## src/rtl/scan_pkg.sv

```systemverilog
`default_nettype none
// ============================================================================
//  Module   : scan_pkg
//  Purpose  : Shared constants and state encoding for the channel scanner.
//  Revision : 1.0  initial release
// ============================================================================
package scan_pkg;

  localparam int N_CH  = 8;
  localparam int SEL_W = 3;

  typedef enum logic [1:0] {
    IDLE   = 2'd0,
    SETTLE = 2'd1,
    HOLD   = 2'd2
  } scan_state_t;

endpackage
`default_nettype wire

```

## src/rtl/channel_scanner_if.sv

```systemverilog
`default_nettype none
// ============================================================================
//  Module   : channel_scanner_if
//  Purpose  : Control, multiplexer and frame handshake signals of the scanner.
//  Revision : 1.0  initial release
// ============================================================================
interface channel_scanner_if
  import scan_pkg::*;
#(
  parameter int DWELL_W = 4
);

  logic               start;
  logic               cont;
  logic [N_CH-1:0]    ch_mask;
  logic [DWELL_W-1:0] dwell;
  logic [SEL_W-1:0]   sel;
  logic               mux_out;
  logic [N_CH-1:0]    frame;
  logic               frame_valid;
  logic               frame_ready;
  logic               busy;

  // Scanner side
  modport master (
    input  start, cont, ch_mask, dwell, mux_out, frame_ready,
    output sel, frame, frame_valid, busy
  );

  // Environment side (controller, multiplexer and frame consumer)
  modport slave (
    output start, cont, ch_mask, dwell, mux_out, frame_ready,
    input  sel, frame, frame_valid, busy
  );

endinterface
`default_nettype wire

```

## src/rtl/scan_next_ch.sv

```systemverilog
`default_nettype none
// ============================================================================
//  Module   : scan_next_ch
//  Purpose  : Finds the next enabled channel strictly above an index, or the
//             lowest enabled channel when i_first is set.
//  Revision : 1.0  initial release
// ============================================================================
module scan_next_ch
  import scan_pkg::*;
(
  input  wire logic [N_CH-1:0]  i_mask,
  input  wire logic [SEL_W-1:0] i_idx,
  input  wire logic             i_first,
  output logic      [SEL_W-1:0] o_next,
  output logic                  o_last
);

  // Descending scan so the lowest qualifying channel is the one that sticks
  always_comb begin
    o_next = '0;
    o_last = 1'b1;
    for (int i = N_CH - 1; i >= 0; i--) begin
      if (i_mask[i] && (i_first || (i > int'(i_idx)))) begin
        o_next = SEL_W'(i);
        o_last = 1'b0;
      end
    end
  end

endmodule
`default_nettype wire

```

## src/rtl/channel_scanner.sv

```systemverilog
`default_nettype none
// ============================================================================
//  Module   : channel_scanner
//  Purpose  : Steps an 8:1 mux select through the enabled channels, settles
//             each for dwell+1 cycles, samples and delivers an 8-bit frame on
//             a valid/ready handshake (single-shot or continuous).
//  Revision : 1.0  initial release
// ============================================================================
module channel_scanner
  import scan_pkg::*;
#(
  parameter int DWELL_W = 4
) (
  input  wire logic         clk,
  input  wire logic         rst,
  channel_scanner_if.master bus
);

  scan_state_t        r_state,  w_state_nxt;
  logic [DWELL_W-1:0] r_cnt,    w_cnt_nxt;
  logic [DWELL_W-1:0] r_dwell,  w_dwell_nxt;
  logic [N_CH-1:0]    r_mask,   w_mask_nxt;
  logic [N_CH-1:0]    r_shadow, w_shadow_nxt;
  logic [N_CH-1:0]    r_frame,  w_frame_nxt;
  logic [SEL_W-1:0]   r_sel,    w_sel_nxt;
  logic               r_valid,  w_valid_nxt;

  logic [SEL_W-1:0]   w_first_ch;
  logic               w_first_none;
  logic [SEL_W-1:0]   w_next_ch;
  logic               w_next_last;
  logic [N_CH-1:0]    w_shadow_smp;
  logic               w_mask_nz;

  // First enabled channel of the live mask, used when a scan (re)starts
  scan_next_ch u_first (
    .i_mask  (bus.ch_mask),
    .i_idx   ('0),
    .i_first (1'b1),
    .o_next  (w_first_ch),
    .o_last  (w_first_none)
  );

  // Next enabled channel above the current select within the latched mask
  scan_next_ch u_next (
    .i_mask  (r_mask),
    .i_idx   (r_sel),
    .i_first (1'b0),
    .o_next  (w_next_ch),
    .o_last  (w_next_last)
  );

  assign w_mask_nz = ~w_first_none;

  // Shadow frame with the current mux sample merged in at the select position
  always_comb begin
    w_shadow_smp        = r_shadow;
    w_shadow_smp[r_sel] = bus.mux_out;
  end

  // Next-state and datapath: defaults hold everything, states override
  always_comb begin
    w_state_nxt  = r_state;
    w_cnt_nxt    = r_cnt;
    w_dwell_nxt  = r_dwell;
    w_mask_nxt   = r_mask;
    w_shadow_nxt = r_shadow;
    w_frame_nxt  = r_frame;
    w_sel_nxt    = r_sel;
    w_valid_nxt  = r_valid;

    unique case (r_state)
      IDLE: begin
        if (bus.start && w_mask_nz) begin
          w_mask_nxt   = bus.ch_mask;
          w_dwell_nxt  = bus.dwell;
          w_shadow_nxt = '0;
          w_sel_nxt    = w_first_ch;
          w_cnt_nxt    = bus.dwell;
          w_state_nxt  = SETTLE;
        end
      end

      SETTLE: begin
        if (r_cnt != '0) begin
          w_cnt_nxt = r_cnt - DWELL_W'(1);
        end else begin
          w_shadow_nxt = w_shadow_smp;
          if (!w_next_last) begin
            w_sel_nxt = w_next_ch;
            w_cnt_nxt = r_dwell;
          end else begin
            w_frame_nxt = w_shadow_smp;
            w_valid_nxt = 1'b1;
            w_state_nxt = HOLD;
          end
        end
      end

      HOLD: begin
        if (r_valid && bus.frame_ready) begin
          w_valid_nxt = 1'b0;
          if (bus.cont && w_mask_nz) begin
            // Back-to-back restart behaves exactly like an accepted start
            w_mask_nxt   = bus.ch_mask;
            w_dwell_nxt  = bus.dwell;
            w_shadow_nxt = '0;
            w_sel_nxt    = w_first_ch;
            w_cnt_nxt    = bus.dwell;
            w_state_nxt  = SETTLE;
          end else begin
            w_state_nxt = IDLE;
          end
        end
      end

      default: begin
        w_state_nxt = IDLE;
      end
    endcase
  end

  // State and datapath registers, cleared immediately by reset
  always_ff @(posedge clk or posedge rst) begin
    if (rst) begin
      r_state  <= IDLE;
      r_cnt    <= '0;
      r_dwell  <= '0;
      r_mask   <= '0;
      r_shadow <= '0;
      r_frame  <= '0;
      r_sel    <= '0;
      r_valid  <= 1'b0;
    end else begin
      r_state  <= w_state_nxt;
      r_cnt    <= w_cnt_nxt;
      r_dwell  <= w_dwell_nxt;
      r_mask   <= w_mask_nxt;
      r_shadow <= w_shadow_nxt;
      r_frame  <= w_frame_nxt;
      r_sel    <= w_sel_nxt;
      r_valid  <= w_valid_nxt;
    end
  end

  assign bus.sel         = r_sel;
  assign bus.frame       = r_frame;
  assign bus.frame_valid = r_valid;
  assign bus.busy        = (r_state != IDLE);

endmodule
`default_nettype wire

```

## src/flat_wrapper.sv

```systemverilog
// flat-port wrapper written by rule: the top's interface ports become plain ports
module channel_scanner_flat import scan_pkg::*;
#(
  parameter int DWELL_W = 4
)
  (clk, rst, bus_start, bus_cont, bus_ch_mask, bus_dwell, bus_mux_out, bus_frame_ready, bus_sel, bus_frame, bus_frame_valid, bus_busy);
  channel_scanner_if #(.DWELL_W(DWELL_W)) bus_i ();
  input  wire logic clk;
  input  wire logic rst;
  input wire logic [$bits(bus_i.start)-1:0] bus_start;
  input wire logic [$bits(bus_i.cont)-1:0] bus_cont;
  input wire logic [$bits(bus_i.ch_mask)-1:0] bus_ch_mask;
  input wire logic [$bits(bus_i.dwell)-1:0] bus_dwell;
  input wire logic [$bits(bus_i.mux_out)-1:0] bus_mux_out;
  input wire logic [$bits(bus_i.frame_ready)-1:0] bus_frame_ready;
  output wire logic [$bits(bus_i.sel)-1:0] bus_sel;
  output wire logic [$bits(bus_i.frame)-1:0] bus_frame;
  output wire logic [$bits(bus_i.frame_valid)-1:0] bus_frame_valid;
  output wire logic [$bits(bus_i.busy)-1:0] bus_busy;
  assign bus_i.start = bus_start;
  assign bus_i.cont = bus_cont;
  assign bus_i.ch_mask = bus_ch_mask;
  assign bus_i.dwell = bus_dwell;
  assign bus_i.mux_out = bus_mux_out;
  assign bus_i.frame_ready = bus_frame_ready;
  assign bus_sel = bus_i.sel;
  assign bus_frame = bus_i.frame;
  assign bus_frame_valid = bus_i.frame_valid;
  assign bus_busy = bus_i.busy;
  channel_scanner #(.DWELL_W(DWELL_W)) u_core (.clk(clk), .rst(rst), .bus(bus_i));
endmodule
```

## config.mk

```make
export PLATFORM = sky130hd
export DESIGN_NAME = channel_scanner_flat
export DESIGN_NICKNAME = d
export VERILOG_FILES = /design/src/rtl/scan_pkg.sv /design/src/rtl/channel_scanner_if.sv /design/src/rtl/scan_next_ch.sv /design/src/rtl/channel_scanner.sv /design/src/flat_wrapper.sv
export SDC_FILE = /design/constraint.sdc
export NUM_CORES = 1
export LEC_CHECK = 0
export BUFFER_PORTS_ARGS = -buffer_cell sky130_fd_sc_hd__buf_2
export CORE_MARGIN = 2
export CORE_UTILIZATION = 53
export DETAILED_ROUTE_END_ITERATION = 12
export PLACE_DENSITY = 0.83
export SYNTH_ARGS = -nofsm -noshare
export SYNTH_HDL_FRONTEND = slang
export SYNTH_HIERARCHICAL = 1
export SYNTH_SLANG_ARGS = --single-unit
export TNS_END_PERCENT = 100
```

## constraint.sdc

```tcl
create_clock -name clk -period 1.8 [get_ports clk]
set_input_delay 0.09 -clock clk [delete_from_list [all_inputs] [get_ports clk]]
set_output_delay 0.09 -clock clk [all_outputs]
set_load 0.02 [all_outputs]
```

After elaboration in Yosys (flattened, before gate mapping) --
Index checks and enable logic that the tools add are counted.
Storage, ports and cells: bits in registers 38, input port bits 18, output and inout port bits 13, logic and storage cells 118
Cells by class: $add $sub $neg 1, order comparisons 9, equality and inequality tests 9, multiplexer cells 65, bitwise operators 2, reductions and logical operators 24
Operators by type and width (number):
- $mux W3 | 20
- $mux W8 | 7
- $pmux W8 S3 | 1
- $mux W1 | 20
- $mux W4 | 5
- $pmux W8 S2 | 1
- $gt A3 B3 Y1 const A | 4
- $pmux W4 S3 | 1
- $reduce_and A4 Y1 | 3
- $logic_and A1 B1 Y1 | 11
- $reduce_and A5 Y1 | 2
- $pmux W3 S3 | 1
- $bwmux W8 | 1
- $mux W2 | 4
- $ne A2 B1 Y1 const B | 4
- $pmux W4 S2 | 1
- $gt A2 B3 Y1 const A | 2
- $pmux W2 S3 | 1
- $reduce_and A6 Y1 | 1
- $reduce_bool A2 Y1 | 3
- $lt A3 B4 Y1 const B | 1
- $ne A2 B2 Y1 const B | 2
- $reduce_bool A4 Y1 | 1
- $sub A4 B1 Y4 const B | 1
- 11 further kinds | 12

Longest topological paths before layout --
Gate-level depths: netlist (run 1).
word-level depth 13, mapped depth 10, gate-level depth less buffers 8

Modules after synthesis --
Netlist (run 1), hierarchy kept.
By module, submodules not included:
- channel_scanner | times used 1, cells an instance 174, area each 2005.7 µm², seq. area each 950.9 µm²
- scan_next_ch | times used 2, cells an instance 39, area each 270.3 µm², seq. area each 0.0 µm²

Worst setup path after synthesis (run 1) --
No wires, ideal clock.
path kind register -> register, start point reg u_core.r_sel[1], in the netlist u_core/bus.sel[1], end point reg u_core.r_cnt[1], library setup time 0.125 ns, data arrival time 1.983 ns, required time 1.675 ns, slack -0.308 ns, stages on the path, launching flop included 9, buffers on the path 1, clock period less this slack 2.108 ns, cell sequence dfrtp_1 -> buf_4 -> nand3b_1 -> o22a_2 -> nor2b_4 -> nor3b_2 -> a21oi_2 -> o21a_1 -> mux2_2
Between the ends: cells in the longest elaborated chain, start to end 11, elaborated cells between the ends (all ways) 23, classes of those cells order compare: 7; eq/ne: 1; mux: 7; reduce/logical: 8
Ends and longest elaborated chain:
- from (decl) | RTL line channel_scanner.sv:25 | logic [SEL_W-1:0] r_sel, w_sel_nxt;
- from (signal assigned) | RTL line channel_scanner.sv:141 | r_sel <= w_sel_nxt;
- $gt A3 B3 Y1 | RTL line scan_next_ch.sv:23 | if (i_mask[i] && (i_first || (i > int'(i_idx)))) begin
- $logic_and A1 B1 Y1 | RTL line scan_next_ch.sv:23
- $mux W1 (6 in series) | RTL line scan_next_ch.sv:23
- $mux W1 * | RTL line scan_next_ch.sv:23
- named net u_core.w_next_last | RTL line channel_scanner.sv:31 | logic w_next_last;
- $ne A3 B3 Y1 (no line) *
- $reduce_and A5 Y1 (no line) *
- to (signal assigned) | RTL line channel_scanner.sv:136 | r_cnt <= w_cnt_nxt;
- to (decl) | RTL line channel_scanner.sv:20 | logic [DWELL_W-1:0] r_cnt, w_cnt_nxt;
Mark *: on every way through the listed nets, which the timed path passes. The rest lies on a longest branch. A chain may end at the register's enable or synchronous reset.

Worst setup path after layout (run 1) --
Same ends and word-level chain as after synthesis.

==> flow_summary.toml, run 1 <==
[run_status]
outcome = "finished with violations"
violations = "negative setup slack"

[global_route]
grt_busiest_layer = "met2"
track_usage = 0.259
grt_util_met3 = 0.0425
grt_antenna_before_repair = 0
grt_util_met2 = 0.442
use_met1 = 0.324
grt_pass1_wl_um = 10800
gr-total-overflow = 0
grt_max_degree = 39
first_global_vias = 2293

[power]
finalPower_w = 0.00527
leakage_nw = 1.56
power.density_nw_per_um2 = 1620
ir_worst_vdd_uv = 896

[logic_synthesis]
avgSynthCellArea_um2 = 10.1
yosys_warnings = 6
ys_seq_area_frac = 0.373
yosys-top-cells-area = "dfrtp_1 37%, mux2_4 8.8%, nand2_1 4.7%"
synth_cell_types = 55
synth_seq_cells = 38
synth.most_common_cell = "dfrtp_1"
synthArstFlopShare = 1.00
synth_flop_cell = "dfrtp_1"
synth_top_area_cell = "dfrtp_1"
synthTopCellsByCount = "38 x dfrtp_1, 32 x nand2_1, 16 x o21ai_0, 15 x mux2_4, 11 x mux2i_1"
synth_top_area_frac = 0.373
syn_inst = 252
synth-edff-count = 0
syn_area_um2 = 2550

[setup_path]
path_max_fanout = 5
crit_path_max_incr_delay_ps = 420
cp_top_family = "compound AO/OA/AOI/OAI gates"
crit_type = "reg -> reg"
path_cells = "nand3b_1 > o22a_2 > nor2b_4 > nor3b_4 > a21oi_2 > o21a_2 > mux2_2"
critPathCaptureType = "register"
required_ps = 1980
crit_buf_inv = 0
cp_data_arrival_time_ps = 2120
cp_slowest_cell = "dfrtp_2"
critPathLaunchType = "register"

[cts]
cts_inserted_buffers = 5
cts_tree = "yes"
clkTransAtPathRegs_ps = 80
clockBufferDepth = 2
h-tree-depth = 2
cts.sinks = 38
clock-root-buffer = "clkbuf_8"
insertion_delay_ps = 300

[final_layout]
drive_above_1_share = 0.430
nets = 360
syn_to_final_growth_pct = 28.0
diodes = 0

[floorplanning]
rows = 25
io_pins = 31
core_region_area_um2 = 4690
start_util = 0.543
dieWidth_um = 73.3
die_area_um2 = 5370
dieHeight_um = 73.3

[place]
dp_hpwl_um = 4530
routabilityCongestion = 0.876
io_buffers = 30

[route]
avgViaCountPerCell = 5.70
vias = 2258
drc = 0
wirelength_um = 6400
antenna_left = 0
wl_per_cell_um = 16.2
drtPass1Iterations = 5
drt-initial-drc-count = 159

[run]
cap_violations = 0

[worst_hold_path]
min_path_type = "in -> reg"

[sta]
final-hold-violation-count = 0
finalMaxSlewViolations = 0
finClkSkew_ps = 6.61
setup_violations = 23
finalWorstSetupSlack_ps = -143
holdWs_ps = 35.5
fin_crit_sh = 1.08
rsz0062_at_grt = "true"
finalCriticalPeriod_ps = 1940
fmax_mhz = 515
==> sequential cells by signal, indices dropped and copies added (netlist names) <==
| name | flops |
|---|---|
| u_core/bus.frame_valid | 1 |
| u_core/r_cnt | 4 |
| u_core/r_state | 2 |
| u_core/r_dwell | 4 |
| u_core/bus.frame | 8 |
| u_core/r_mask | 8 |
| u_core/bus.sel | 3 |
| u_core/r_shadow | 8 |
==> metrics by stage <==
stage                     area, um^2  instances  setup TNS, ps  setup WS [ps]   util
after global routing            3260        396          -3190           -211  0.695
after detailed placement        3060        376           -966           -137  0.651
after CTS                       3230        393           -878           -107  0.688
final                           3260        396          -1490           -143  0.695
after global placement          3060        376           -105          -51.4  0.651
after floorplan                 2630        263          -1040           -187      -
==> power breakdown <==
part / internal [W] / total, W / leakage (nW) / switching (W)
sequential: 0.00121 / 0.00149 / 0.464 / 0.000277
clock: 0.000308 / 0.000621 / 0.0472 / 0.000313
combinational: 0.00172 / 0.00316 / 1.05 / 0.00144
==> path summary, 6_finish.rpt <==
| check | startpoint | to | slack, ps | cells past startpoint |
|---|---|---|---|---|
| worst max-delay path | u_core/bus.sel[1]$_DFFE_PP0P_ | u_core/r_cnt[1]$_DFFE_PP0P_ | -140 | 7 |
| worst min-delay path | bus_dwell[1] | u_core/r_dwell[1]$_DFFE_PP0P_ | 40 | 2 |
| worst max register to register | u_core/bus.sel[1]$_DFFE_PP0P_ | u_core/r_cnt[1]$_DFFE_PP0P_ | -140 | 7 |
| worst min register to register | u_core/bus.frame[2]$_DFFE_PP0P_ | u_core/bus.frame[2]$_DFFE_PP0P_ | 480 | 2 |
| max in group asynchronous | rst | u_core/bus.sel[0]$_DFFE_PP0P_ | 980 | 4 |
| min in group asynchronous | rst | u_core/bus.frame[2]$_DFFE_PP0P_ | 450 | 4 |
==> layout make-up <==
class / count / area, um^2
clock buffer: 6 / 82.6
clock inverter: 2 / 12.5
fill: 319 / 1430
inverter: 7 / 26.3
multi-input combinational: 202 / 1530
sequential: 38 / 955
tap: 54 / 67.6
timing repair buffer: 87 / 588
==> timing repair <==
action	4_1_cts	5_1_grt
resized for setup	2	2
setup buffers	8	3
endpoints found under the setup margin	22	22
pin swaps	8	4
endpoints found under the hold margin	38	0
hold buffers	1	0
==> logic make-up (layout without fill, tap and decap cells) <==
logic type	count (synthesis)	after routing	synth area share
buf+inv	23	102	0.0545
mux	32	32	0.158
simple gates	92	92	0.217
fa+ha+maj	1	1	0.00491
compound gates	64	64	0.189
other cells	2	13	0.00295
flops	38	38	0.373
==> metal layers <==
metal	up-vias	wire length [um]
li1	1074	-
met1	1113	2700
met2	60	3280
met3	11	272
met4	0	148
met5	-	0
==> layout by cell type (no fill, tap or decap), types with 5 or more instances in the layout <==
cell and n:
nand3b_1 5, nand2_1 32, nand2b_1 6, o21ai_0 12
o21ai_1 8, buf_2 30, dfrtp_1 35, mux2i_1 11
nor3_1 7, mux2_4 15, mux2_2 6, inv_1 5
clkbuf_8 6, buf_4 54, nor2_1 9, conb_1 13
nor2b_1 9
(Power assumes the default switching activity.)
==> run 2, diff against run 1 <==
==> constraint.sdc (replaced) <==
create_clock -name clk -period 1.8 [get_ports clk]
set_input_delay 0.09 -clock clk [delete_from_list [all_inputs] [get_ports clk]]
set_output_delay 0.09 -clock clk [all_outputs]
set_load 0.01 [all_outputs]
==> run 2 against run 1 <==
  * The run still ends with negative setup slack left
  * Via count rose by 0.13%
  * Critical path type unchanged
  * Cell count down 0.25%
  * Non-clock buffer count shrank 1
  * Sequential power about the same
  * Clock power up 46%
  * First-iteration DRC count increased by 3.8%
  * Critical endpoint is now u_core/r_cnt[0]$_DFFE_PP0P_
  * Combinational power is essentially flat
  * Largest power group unchanged
  * Total power rose by 6.0%
  * Cell area is 2.7% higher
==> flow_summary.toml, run 2 (synthesis results as in run 1) <==
[setup_path]
critPathLaunchType = "register"
crit_type = "reg -> reg"
crit_buf_inv = 1
path_cells = "nor2b_1 > o22a_2 > nor2b_4 > nor3b_4 > a21oi_4 > buf_4 > o211ai_1 > o2111ai_1"
cp_data_arrival_time_ps = 2180
cp.depth = 8
ff2ff_path_depth = 8
path_max_fanout = 4
cp_slowest_cell = "dfrtp_1"
critPathCaptureType = "register"
crit_path_max_incr_delay_ps = 420
required_ps = 1960
r2r_setup_slack_ps = -220
cp_top_family = "compound AO/OA/AOI/OAI gates"

[floorplanning]
rows = 25
core_region_area_um2 = 4690
die_area_um2 = 5370
dieWidth_um = 73.3
dieHeight_um = 73.3
io_pins = 31
start_util = 0.543

[power]
internal_power_w = 0.00354
leakage_nw = 1.60
p_sw_frac = 0.367
p_sw_w = 0.00205
pwr-share-clk = 0.162
combPwrFrac = 0.567
power.density_nw_per_um2 = 1670
p_seq_frac = 0.271
ir_worst_vdd_uv = 1040

[sta]
fmax_mhz = 495
setup_violations = 22
final-hold-violation-count = 0
fin_crit_sh = 1.12
finClkSkew_ps = 5.99
finalCriticalPeriod_ps = 2020
finalMaxSlewViolations = 0
rsz0062_at_grt = "true"
finalWorstSetupSlack_ps = -220
fin_tns_setup_ps = -3100
holdWs_ps = 39.8

[worst_hold_path]
min_path_type = "in -> reg"
hold_depth = 2

[route]
wirelength_um = 6560
drc = 0
wl_per_cell_um = 16.6
drtPass1Iterations = 4
drt-initial-drc-count = 165
avgViaCountPerCell = 5.72
antenna_left = 0
vias = 2261

[final_layout]
drive_above_1_share = 0.449
diodes = 0
final_cell_count_no_fill = 395
design_area_um2 = 3350
syn_to_final_growth_pct = 31.4
final_cell_mix = "52 x buf_4, 35 x dfrtp_1, 32 x nand2_1, 30 x buf_2, 15 x mux2_4"
final_common_cell = "buf_4"
nets = 359

[cts]
cts_inserted_buffers = 5
insertion_delay_ps = 300
clkTransAtPathRegs_ps = 80
cts.sinks = 38
clock-root-buffer = "clkbuf_8"
h-tree-depth = 2
cts_tree = "yes"
clockBufferDepth = 2

[global_route]
grt_antenna_before_repair = 0
grt_max_degree = 39
grt_pass1_wl_um = 10800
first_global_vias = 2321
track_usage = 0.263
gr-total-overflow = 0

[run_status]
outcome = "finished with violations"
violations = "negative setup slack"

[place]
routabilityCongestion = 0.841
dpl_cell_area_um2 = 3040
dp_hpwl_um = 4400
placed_cells = 374
dp_slack_ps = -277
io_buffers = 30

[run]
cap_violations = 0
run 2: cell count changes in the layout (fill, tap and decap cells not counted), moves of 2 or more:
cell       previous run  this run
o21ai_1               8         6
o221ai_1              4         2
buf_4                54        52
o21ai_0              12        14
o221ai_2              0         2
bufinv_16             0         2
nor3b_2               3         6
nor3b_1               3         0
run 2: path summary, 6_finish.rpt:
check / from / to
max in group asynchronous: rst / u_core/bus.sel[0]$_DFFE_PP0P_
hold / removal: bus_dwell[1] / u_core/r_dwell[1]$_DFFE_PP0P_
hold reg to reg: u_core/bus.frame[4]$_DFFE_PP0P_ / u_core/bus.frame[4]$_DFFE_PP0P_
min in group asynchronous: rst / u_core/bus.frame[1]$_DFFE_PP0P_
setup / recovery: u_core/r_mask[7]$_DFFE_PP0P_ / u_core/r_cnt[0]$_DFFE_PP0P_
setup reg to reg: u_core/r_mask[7]$_DFFE_PP0P_ / u_core/r_cnt[0]$_DFFE_PP0P_
run 2: layout make-up:
class                      instances  area, um^2
tap                               54        67.6
sequential                        38         955
clock inverter                     2        60.1
timing repair buffer              86         584
fill                             310        1350
multi-input combinational        202        1570
clock buffer                       6        82.6
inverter                           7        26.3
run 2: power groups by stage:
stage,Clock [W],Sequential (W),Combinational [W]
6_report,0.000906,0.00151,0.00316
5_1_grt,0.000962,0.00155,0.00340
4_1_cts,0.000922,0.00150,0.00299
3_5_place_dp,0,0.00151,0.00275
3_3_place_gp,0,0.00148,0.00266
2_1_floorplan,0,0.00148,0.00193
run 2: layer usage:
| layer | vias to the layer above | wire length, um | global-route usage |
|---|---|---|---|
| met5 | - | 0 | 0 |
| met4 | 0 | 191 | 0.137 |
| met3 | 19 | 313 | 0.0562 |
| met1 | 1101 | 2700 | 0.328 |
| li1 | 1066 | - | - |
| met2 | 75 | 3350 | 0.427 |
run 2: per-stage QoR:
stage           util  power, W
2_1_floorplan      -   0.00341
3_3_place_gp   0.647   0.00415
3_5_place_dp   0.647   0.00426
4_1_cts        0.700   0.00541
5_1_grt        0.713   0.00592
6_report       0.713   0.00559
run 2: what timing repair did:
item                       in CTS  in global routing
setup endpoints to repair      25                 27
setup buffers                  10                  3
pin swaps                       8                  6
hold buffers                    1                  0
gates cloned                    0                  0
hold endpoints to repair       38                  0
resized for setup               7                 11
